## src/rtl/key_event_queue.sv

```systemverilog
// key_event_queue: FIFO of keyboard scan codes captured on scan_code_ready rising edges, drained over valid/ready
//   clk, reset        clock and asynchronous active-high reset
//   scan_code         code from the keyboard stage; scan_code_ready rising edge announces it
//   input_done        queue not full, fed back to the keyboard stage
//   key_data          head-of-queue code, qualified by key_valid; key_ready pops it
//   count             entries held, 0..DEPTH
//   overflow          sticky drop flag, cleared by clear_overflow (a drop in the same cycle wins)
module key_event_queue #(
    parameter int DEPTH  = 8,
    parameter int ADDR_W = 3
) (
    input  logic              clk,
    input  logic              reset,
    input  logic [7:0]        scan_code,
    input  logic              scan_code_ready,
    output logic              input_done,
    output logic [7:0]        key_data,
    output logic              key_valid,
    input  logic              key_ready,
    output logic [ADDR_W:0]   count,
    output logic              overflow,
    input  logic              clear_overflow
);
    logic [7:0]        mem [DEPTH];
    logic [ADDR_W-1:0] wr_ptr, rd_ptr;
    logic              rdy_q, push_req, pop, push, full;
    assign full       = count == (ADDR_W+1)'(DEPTH);
    assign key_valid  = count != '0;
    assign input_done = !full;
    assign key_data   = mem[rd_ptr];
    assign push_req   = scan_code_ready && !rdy_q && scan_code != 8'h00;
    assign pop        = key_valid && key_ready;
    // a full queue still takes a code when the head leaves in the same cycle
    assign push       = push_req && (!full || pop);
    // rdy_q resets high so a level held through reset is not seen as a new event
    always_ff @(posedge clk or posedge reset) begin
        if (reset) begin
            rdy_q    <= 1'b1;
            wr_ptr   <= '0;
            rd_ptr   <= '0;
            count    <= '0;
            overflow <= 1'b0;
        end else begin
            rdy_q    <= scan_code_ready;
            wr_ptr   <= push ? wr_ptr + 1'b1 : wr_ptr;
            rd_ptr   <= pop ? rd_ptr + 1'b1 : rd_ptr;
            count    <= count + (ADDR_W+1)'(push) - (ADDR_W+1)'(pop);
            overflow <= (push_req && !push) || (overflow && !clear_overflow);
        end
    end
    always_ff @(posedge clk)
        if (push) mem[wr_ptr] <= scan_code;
endmodule

```

## config.mk

```make
export PLATFORM = sky130hd
export DESIGN_NAME = key_event_queue
export DESIGN_NICKNAME = d
export VERILOG_FILES = /design/src/rtl/key_event_queue.sv
export SDC_FILE = /design/constraint.sdc
export NUM_CORES = 1
export LEC_CHECK = 0
export CAP_MARGIN = 20
export CORE_ASPECT_RATIO = 1.4
export CORE_MARGIN = 1.5
export CORE_UTILIZATION = 38
export CTS_CLUSTER_DIAMETER = 120
export DETAILED_ROUTE_END_ITERATION = 6
export PLACE_DENSITY = 0.54
export SLEW_MARGIN = 15
export SYNTH_ARGS = -nofsm -noshare
export SYNTH_HDL_FRONTEND = slang
export SYNTH_SLANG_ARGS = --single-unit
```

## constraint.sdc

```tcl
create_clock -name clk -period 2.56 [get_ports clk]
set_input_delay 0.512 -clock clk [delete_from_list [all_inputs] [get_ports clk]]
set_output_delay 0.512 -clock clk [all_outputs]
set_load 0.02 [all_outputs]
```

Word-level counts from Yosys, hierarchy flattened --
Memories as Yosys holds them, arrays and structs flattened. Index checks and enable logic that the tools add are counted.
Cells by class: $add $sub $neg 4, equality and inequality tests 1, muxes and demuxes 2, reduce and logical (&&, ||, !) cells 14
Operators with widths (count):
- nonzero test 8 bit | 1
- adder 3 x 1 -> 3 bit, second input constant | 2
- logical AND 1 bit | 6
- adder 4 x 1 -> 4 bit | 1
- == test 4 bit, second input constant | 1
- zero test 1 bit | 4
- nonzero test 4 bit | 1
- subtractor 4 x 1 -> 4 bit | 1
- logical OR 1 bit | 2
- two-way mux 1 bit | 2
Storage, ports and cells: flip-flop bits (word level) 12, bits in writable memories 64, input bits 13, output and inout bits 15, word-level logic and storage cells 27, memories kept 1
Memory list:
- mem | depth 8, width 8, rd ports 1, clocked after memory_dff 0, wr ports 1, line 24 | logic [7:0] mem [DEPTH];

Depth between registers and ports, before layout --
Gate-level depths: netlist (run 1).
depth in word-level cells 7, gate-level depth with buffers 10, depth with buffers taken out 10

Least setup slack after synthesis (run 1) --
No wires, ideal clock.
kind register to register, start register count[2], end memory mem[0][0], enable pin, setup time 383 ps, data arrival time 2102 ps, required time 2177 ps, path slack 75 ps, cell stages (with the launch flop) 7, path buffers 0, period minus slack after synthesis 2485 ps, cell sequence dfrtp_1 inv_1 ha_1 nand2b_1 a221oi_2 nand2b_1 nor3_1
Between the ends: longest elaborated chain between the ends 6, elaborated cells between the ends (all ways) 8, those cells by class 1 x eq/ne; 2 x mux; 5 x reduce/logical
Ends and longest elaborated chain:
- start, declared | line 20 | output logic [ADDR_W:0] count,
- start signal, assigned | line 47 | count <= count + (ADDR_W+1)'(push) - (ADDR_W+1)'(pop);
- == test 4 bit / nonzero test 4 bit (equally long branches) | line 27, 28
- zero test 1 bit / logical AND 1 bit (equally long branches) | line 34, 32
- logical OR 1 bit * | line 34 | assign push = push_req && (!full || pop);
- logical AND 1 bit * | line 34
- two-way mux 1 bit * | line 52 | if (push) mem[wr_ptr] <= scan_code;
- two-way mux 1 bit (not written as such) * | line 52
- end, declared | line 24
Every way passes the cells marked *; elsewhere a longest branch is shown, timed or not.

Worst setup path after layout (run 1) --
start register rd_ptr[0], end output port key_data[0]
Between the ends: longest elaborated chain between the ends 1
Ends and longest elaborated chain:
- start, declared | line 25 | logic [ADDR_W-1:0] wr_ptr, rd_ptr;
- start signal, assigned | line 46 | rd_ptr <= pop ? rd_ptr + 1'b1 : rd_ptr;
- memory (8 x 8 bit)
- end, declared | line 17 | output logic [7:0] key_data,
No other way between the ends.

==> run metrics, run 1 <==
router iterations before antenna repair 4; Yosys cell types 26; aggregate global routing overflow 0; Hold Fails Final Rpt 0; # IOs 28; Chip Height 111 µm; pin count of the biggest net entering global routing 19; P per Cell Area 1090 nW/µm²; clk sinks 76; setup_tns 0 ps; DP HPWL 4.24 mm; area grow syn2layout 30.5%; flops & latches, synth 76; GP Congestion 0.722; unrepaired setup endpoints after global routing no; Post-layout nets 248; Worst-path clk slew 50 ps; status finished clean; TritonCTS clock tree done; Final ANT Viol Nets 0; CP required 2050 ps; Seq/Total Area, Yosys 0.705; Setup crit end kind output port; VDD IR max 583 µV; fin util 0.508; Slew Viols, Final 0; commonest non-fill, non-tap cell in the layout edfxtp_1; CTS buffer count 9; Max-Cap Viols 0; final WL 6.17 mm; worst hold path type input pin to async pin; Cell Area, Synth 3160 µm²; leading area contributor after synthesis edfxtp_1; Max Clock Skew 5.62 ps; Vias 1673; syn_nets 180; full die area 8870 µm²; vias in the first global route 1837; WS Path Type register to output port; Yosys Warn Count 0; wire per inst 18.5 µm; Initial Utilization 0.390; Max FO, Critical Path 8; crit start category register; setup slack, reg-to-reg 400 ps; Buffers on Ports 27; Syn Inst Count 159; Min Hold Slack 514 ps; Layout fillers 697; Die W 80.0 µm; initial antenna violation count 0; Final Cycle Share 0.972; post-synth top area share 0.609; total global-route track usage 0.151; CTS Root Cell clkbuf_16; Remaining DRCs 0; fin cells 334; Detailed Route Iter0 Violations 73; capturing point of the worst reg2reg path mem[1][7]; r2r startpoint count[2]; Core Footprint 8100 µm²; fraction of layout cells with a size suffix above 1 0.310; number of H-tree levels 3; Inst Count DP 315; Least-Margin Pin Slew 524 ps; commonest cells after routing, fill and taps aside edfxtp_1, buf_4, clkdlybuf4s50_1; Ant. Diodes 0; Max clock buf depth 2; Slew headroom 0.650; Max Fclk 402 MHz; first-pass GRT wire length 9.39 mm; Final setup viols 0; reg2reg path depth 8; clock period minus worst slack 2490 ps; Vias/cell 5.01; crit path DAT 1980 ps; Mean Syn Cell Area 19.8 µm²; clock latency on the worst-skew pair 330 ps; Pleak 1.56 nW; Rows 39; main area contributors after synthesis edfxtp_1, mux4_1, dfrtp_1, mux2_2, ha_1
## worst max path at each step
stage	from	to	slack [ps]	cells past startpoint
floorplan	count[2]	mem[0][0]	80	6
global placement	scan_code[3]	count[2]	-50	9
detailed placement	scan_code[3]	mem[1][6]	-110	8
CTS	rd_ptr[0]	key_data[7]	-9	4
global route	rd_ptr[0]	key_data[0]	10	4
finish	rd_ptr[0]	key_data[0]	70	4
## layout make-up
class,count,area [µm²],share of cell area
multi-input cells,72,867,0.211
well taps,102,128,0.0310
inverters,6,22.5,0.00547
clock inverters,4,73.8,0.0179
clock buffers,12,246,0.0599
repair buffers,62,554,0.135
flip-flops and latches,76,2220,0.540
## Yosys cell counts
cell	n
mux2_2	10
nor3b_1	1
a21o_1	2
ha_1	7
clkbuf_1	1
nor3_1	2
buf_2	1
nor4_1	2
fa_1	1
xor2_1	4
o22ai_1	1
dfrtp_1	11
nand2b_1	6
mux4_1	16
edfxtp_1	64
buf_6	1
nand2_1	8
inv_1	6
buf_1	1
dfstp_2	1
nor2_1	7
a21oi_1	1
buf_12	1
a221oi_2	1
a21boi_0	1
xnor2_1	2
## state kept, by name, summed over array words and instances, names as in the netlist
name / flops
overflow: 1
mem: 64
rd_ptr: 3
rdy_q: 1
wr_ptr: 3
count: 4
## metrics by stage
step	worst slack [ps]	total power, mW	instance area (µm²)
global placement	-51.3	3.16	3770
finish	72.8	4.51	4120
floorplan	75.1	2.61	3160
global route	10.7	4.73	4120
CTS	-8.57	4.52	4110
detailed placement	-110	3.21	3770
## routing by layer
| metal | GRT usage | up-vias | routed length, µm |
|---|---|---|---|
| met4 | 0.0793 | 0 | 226 |
| met1 | 0.161 | 845 | 2370 |
| li1 | - | 773 | - |
| met3 | 0.0469 | 16 | 261 |
| met2 | 0.259 | 39 | 3310 |
| met5 | 0 | - | 0 |
## worst max-delay path: stages, from the launching register on
cell	delay (ps)
dfrtp_2	430
buf_12	160
mux4_1	530
mux2_2	270
clkdlybuf4s15_2	250
## what timing repair did
item / in CTS / in global routing
gates cloned: 0 / 1
setup buffers: 1 / 1
hold buffers: 0 / 0
endpoints found under the setup margin: 8 / 9
pin swaps: 0 / 0
resized for setup: 18 / 10
## power by group
group          total, mW  switching, mW  internal (mW)
registers           1.67          0.153           1.52
logic               1.51          0.700          0.813
clock network       1.32          0.443          0.880
total               4.51           1.30           3.21
## logic make-up after synthesis
kind of cell,count (synthesis),synth area share
buf+inv,11,0.0210
simple gates,26,0.0393
compound gates,6,0.0155
xor+xnor,6,0.0167
mux,26,0.169
flops,76,0.705
fa+ha+maj,8,0.0341
(Power assumes the default switching activity.)
==> inputs of run 2 (changes only) <==
GPL_TIMING_DRIVEN = 0   (was not set)
==> run 2 against run 1 <==
Net effect:
- clock skew decreased by 0.75 ps
- the flow now finishes with violations (setup timing)
- sequential power barely moved
- largest power group unchanged
- global-route usage decreased by 0.51 points
- first-iteration DRC count increased by 38%
- non-clock buffer count shrank 17
- sequential cell count is the same
- worst hold slack lost 2.7 ps
- clock power shrank 18%
- combinational power up 3%
- via count shrank 4.4%
- critical path depth rose by 2
- sequential share of layout area grew 0.51 points
==> run metrics, run 2 (same netlist as run 1, synthesis figures left out) <==
Slew Viols, Final 0; worst hold path type input pin to async pin; Gate power share 0.363; fraction of layout cells with a size suffix above 1 0.284; Final Worst Setup Slack -8.93 ps; Least-Margin Pin Slew 683 ps; top flop regs mem: 64 flops, count: 4 flops; DP HPWL 3.72 mm; P per Cell Area 1050 nW/µm²; Vias/cell 5.04; CTS Root Cell clkbuf_16; Pint 2.96 mW; Switch Pwr 1.33 mW; area grow syn2layout 29.2%; Worst-path clk slew 50 ps; first-pass GRT wire length 9.01 mm; final WL 5.93 mm; Most flops, register mem; CTS buffer count 9; CP required 2600 ps; Buffers on Ports 27; Max Fclk 389 MHz; pin count of the biggest net entering global routing 13; Pleak 1.46 nW; failing checks setup timing; total global-route track usage 0.146; fin cells 317; status complete, but fails checks; Inst Count DP 288; Final Cycle Share 1.00; Ant. Diodes 0; Detailed Route Iter0 Violations 101; # IOs 28; initial antenna violation count 0; Core Footprint 8100 µm²; commonest non-fill, non-tap cell in the layout edfxtp_1; TritonCTS clock tree done; Chip Height 111 µm; Rows 39; placed inst area 3560 µm²; crit start category input pin; Remaining DRCs 0; clock period minus worst slack 2570 ps; max reg flops 64; setup_tns -43.6 ps; router iterations before antenna repair 4; Max-Cap Viols 0; sequential share of power 0.386; Final setup viols 7; VDD IR max 562 µV; Initial Utilization 0.390; Post-layout nets 231; Max FO, Critical Path 9; full die area 8870 µm²; crit path DAT 2610 ps; power share of the clock group 0.251; cts hold-fix bufs 0; fin area 4080 µm²; GP Congestion 0.683; commonest cells after routing, fill and taps aside edfxtp_1, clkdlybuf4s50_1, mux4_1; Min Hold Slack 511 ps; vias in the first global route 1658; Hold Fails Final Rpt 0; Die W 80.0 µm; aggregate global routing overflow 0; Max clock buf depth 2; number of H-tree levels 3; clock latency on the worst-skew pair 320 ps; unrepaired setup endpoints after global routing yes; clk sinks 76; WS Path Type input pin to register; Slew headroom 0.545; Max Clock Skew 4.87 ps; Final ANT Viol Nets 0; Vias 1599; Setup crit end kind register; wire per inst 18.7 µm; Sw Ratio 0.311; Final Total Pwr 4.30 mW
run 2: cell types whose count changed in the layout (fill, tap and decap cells not counted), sizes merged:
| cell | previous run | this run |
|---|---|---|
| buf | 35 | 26 |
| bufinv | 2 | 0 |
| clkbuf | 19 | 13 |
| clkdlybuf4s15 | 1 | 0 |
| clkinv | 2 | 3 |
run 2: area by class of cell:
type / count / area (µm²)
fillers: 692 / 4020
flip-flops and latches: 76 / 2220
multi-input cells: 72 / 960
repair buffers: 41 / 448
clock buffers: 13 / 240
well taps: 102 / 128
plain buffers: 4 / 40.0
inverters: 6 / 22.5
clock inverters: 3 / 15.0
run 2: what timing repair did:
| action | in CTS | in global routing |
|---|---|---|
| buffers inserted | 8 | 6 |
| resized for setup | 46 | 5 |
| setup endpoints to repair | 75 | 62 |
| cloned | 0 | 0 |
| pin swaps | 6 | 3 |
| endpoints found under the hold margin | 0 | 0 |
run 2: power by group through the flow:
stage / logic [mW] / registers [mW] / clock network (mW)
floorplan: 0.951 / 1.66 / 0
finish: 1.56 / 1.66 / 1.08
global route: 1.69 / 1.68 / 1.16
detailed placement: 1.53 / 1.64 / 0
global placement: 1.48 / 1.62 / 0
CTS: 1.55 / 1.66 / 1.10
run 2: critical path: stages:
cell,delay (ps)
clkdlybuf4s50_1,720
nor4_2,130
a221oi_2,410
nand2b_1,320
nor3_4,330
buf_12,170
run 2: routing by layer:
metal | part of all wire | track usage
met1 | 0.41 | 0.176
met2 | 0.54 | 0.245
met3 | 0.031 | 0.0247
met4 | 0.016 | 0.0759
met5 | 0 | 0
run 2: final timing paths:
kind | startpoint | end | slack [ps] | depth (start not counted)
min reg2reg | wr_ptr[0] | wr_ptr[0] | 520 | 1
max reg2reg | count[2] | mem[0][4] | 220 | 7
max | scan_code[5] | mem[0][4] | -9 | 6
min | reset | wr_ptr[0] | 510 | 2
min in group clk | wr_ptr[0] | wr_ptr[0] | 520 | 1
max in group asynchronous | reset | rd_ptr[1] | 1690 | 2
run 2: per-stage QoR:
step / worst slack (ps) / util
6_report: -8.93 / 0.503
5_1_grt: -85.5 / 0.503
4_1_cts: 2.08 / 0.489
3_5_place_dp: -812 / 0.440
3_3_place_gp: -1030 / 0.439
2_1_floorplan: 75.1 / -
==> inputs of run 3 (changes only) <==
CORE_UTILIZATION = 43   (was 38)
PLACE_DENSITY = not set   (was 0.54)
PLACE_DENSITY_LB_ADDON = 0.15   (was not set)
==> run 3 against run 2 <==
Net effect:
- the run now ends clean
- total power is 7.1% lower
- highest routed layer unchanged
- non-clock buffer count is 5 lower
- setup slack improved by 77 ps
- worst hold slack got worse by 22 ps
- first-iteration DRC count down 8.9%
- clock power fell by 24%
- combinational power down 3%
- largest power group unchanged
- global-route usage grew 1.9 points
- utilization rose by 5.2 points
==> run metrics, run 3 (same netlist as run 1, synthesis figures left out) <==
Pint 2.69 mW; max reg flops 64; aggregate global routing overflow 0; Sw Ratio 0.327; Worst-path clk slew 70 ps; Worst setup endpoint mem[0][1]; Buffers on Ports 27; router iterations before antenna repair 4; Die W 75.4 µm; vias in the first global route 1750; Vias 1621; r2r startpoint count[2]; final WL 5.95 mm; worst hold path type input pin to async pin; crit start category input pin; Max-Cap Viols 0; total global-route track usage 0.165; fraction of layout cells with a size suffix above 1 0.295; cts hold-fix bufs 0; Post-layout nets 226; clock latency on the worst-skew pair 340 ps; Critical Path Source scan_code[4]; Max Fclk 401 MHz; capturing point of the worst reg2reg path count[3]; commonest non-fill, non-tap cell in the layout edfxtp_1; VDD IR max 729 µV; Gate power share 0.377; top flop regs mem: 64 flops, count: 4 flops; area grow syn2layout 23.6%; Pleak 1.39 nW; pin count of the biggest net entering global routing 13; first-pass GRT wire length 9.03 mm; Ant. Diodes 0; critical path's largest stage delay 730 ps; Slew Viols, Final 0; CP required 2610 ps; setup_tns 0 ps; GP Congestion 0.712; clk sinks 76; full die area 7870 µm²; Vias/cell 5.31; Final Cycle Share 0.973; Initial Utilization 0.449; Most flops, register mem; Remaining DRCs 0; Final ANT Viol Nets 0; Final setup viols 0; slowest CP cell clkdlybuf4s50_1; reg2reg path depth 8; fin area 3900 µm²; Max Clock Skew 8.78 ps; Core Footprint 7030 µm²; Max clock buf depth 2; clock period minus worst slack 2490 ps; Min Hold Slack 489 ps; setup slack, reg-to-reg 150 ps; TritonCTS clock tree done; power share of the clock group 0.207; P per Cell Area 1020 nW/µm²; sequential share of power 0.416; Slew headroom 0.531; Chip Height 104 µm; Hold Fails Final Rpt 0; # IOs 28; DP HPWL 3.84 mm; number of H-tree levels 3; Switch Pwr 1.30 mW; crit path DAT 2550 ps; Rows 36; placed inst area 3550 µm²; Detailed Route Iter0 Violations 92; CTS Root Cell clkbuf_8; crit path cell chain clkdlybuf4s50_1 -> nor4_4 -> a221oi_4 -> nand2b_1 -> nor3_4 -> buf_12; status finished clean; Setup crit end kind register; Max FO, Critical Path 9; CTS buffer count 9; initial antenna violation count 0; wire per inst 19.5 µm; commonest cells after routing, fill and taps aside edfxtp_1, clkdlybuf4s50_1, mux4_1; Least-Margin Pin Slew 697 ps; WS Path Type input pin to register
[run 3: cell types whose count changed in the layout (fill, tap and decap cells not counted), moves of 2 or more]
cell / before / now
buf_4: 5 / 7
mux4_1: 16 / 13
clkbuf_1: 4 / 2
mux4_2: 0 / 3
clkbuf_16: 9 / 0
buf_12: 10 / 4
clkbuf_8: 0 / 12
[run 3: metal layers]
metal  part of all wire  GRT usage  vias up
li1                   -          -      727
met1               0.40      0.199      851
met2               0.55      0.275       32
met3              0.031     0.0388       11
met4              0.017     0.0689        0
met5                  0          0        -
[run 3: through the flow]
| step | setup WS, ps | power, mW | instances | util |
|---|---|---|---|---|
| 4_1_cts | -146 | 3.98 | 300 | 0.538 |
| 6_report | 67.9 | 3.99 | 305 | 0.555 |
| 5_1_grt | -17.8 | 4.20 | 305 | 0.555 |
| 3_3_place_gp | -864 | 3.08 | 281 | 0.504 |
| 2_1_floorplan | 75.1 | 2.61 | 159 | - |
| 3_5_place_dp | -693 | 3.18 | 281 | 0.506 |
[run 3: how the worst min path moves through the flow]
stage | from | end | slack, ps | cells past startpoint
floorplan | reset | count[0] | 380 | 1
global placement | wr_ptr[0] | wr_ptr[0] | 500 | 1
detailed placement | wr_ptr[0] | wr_ptr[0] | 510 | 1
CTS | reset | count[1] | 490 | 2
global route | reset | count[3] | 530 | 2
finish | reset | wr_ptr[0] | 490 | 2
[run 3: layout make-up]
type | count | area [µm²]
inverter | 6 | 22.5
clock buffer | 14 | 173
buffer | 4 | 42.5
sequential | 76 | 2220
multi-input combinational | 72 | 971
clock inverter | 2 | 10.0
fill | 580 | 3130
tap | 95 | 119
timing repair buffer | 36 | 338
[run 3: worst max-delay path: cells and delay by family]
family / cells / cell delay, ps
compound gates: 1 / 450
simple gates: 3 / 680
buf+inv: 2 / 890
[run 3: power groups by stage]
stage	Combinational, mW	Clock, mW	Sequential [mW]
floorplan	0.951	0	1.66
global placement	1.46	0	1.62
detailed placement	1.53	0	1.64
CTS	1.48	0.840	1.66
global route	1.63	0.892	1.68
finish	1.51	0.826	1.66
[run 3: what timing repair did]
action,4_1_cts,5_1_grt
gates resized for setup,47,12
buffers inserted,4,5
endpoints found under the setup margin,75,68
pin swaps,1,4
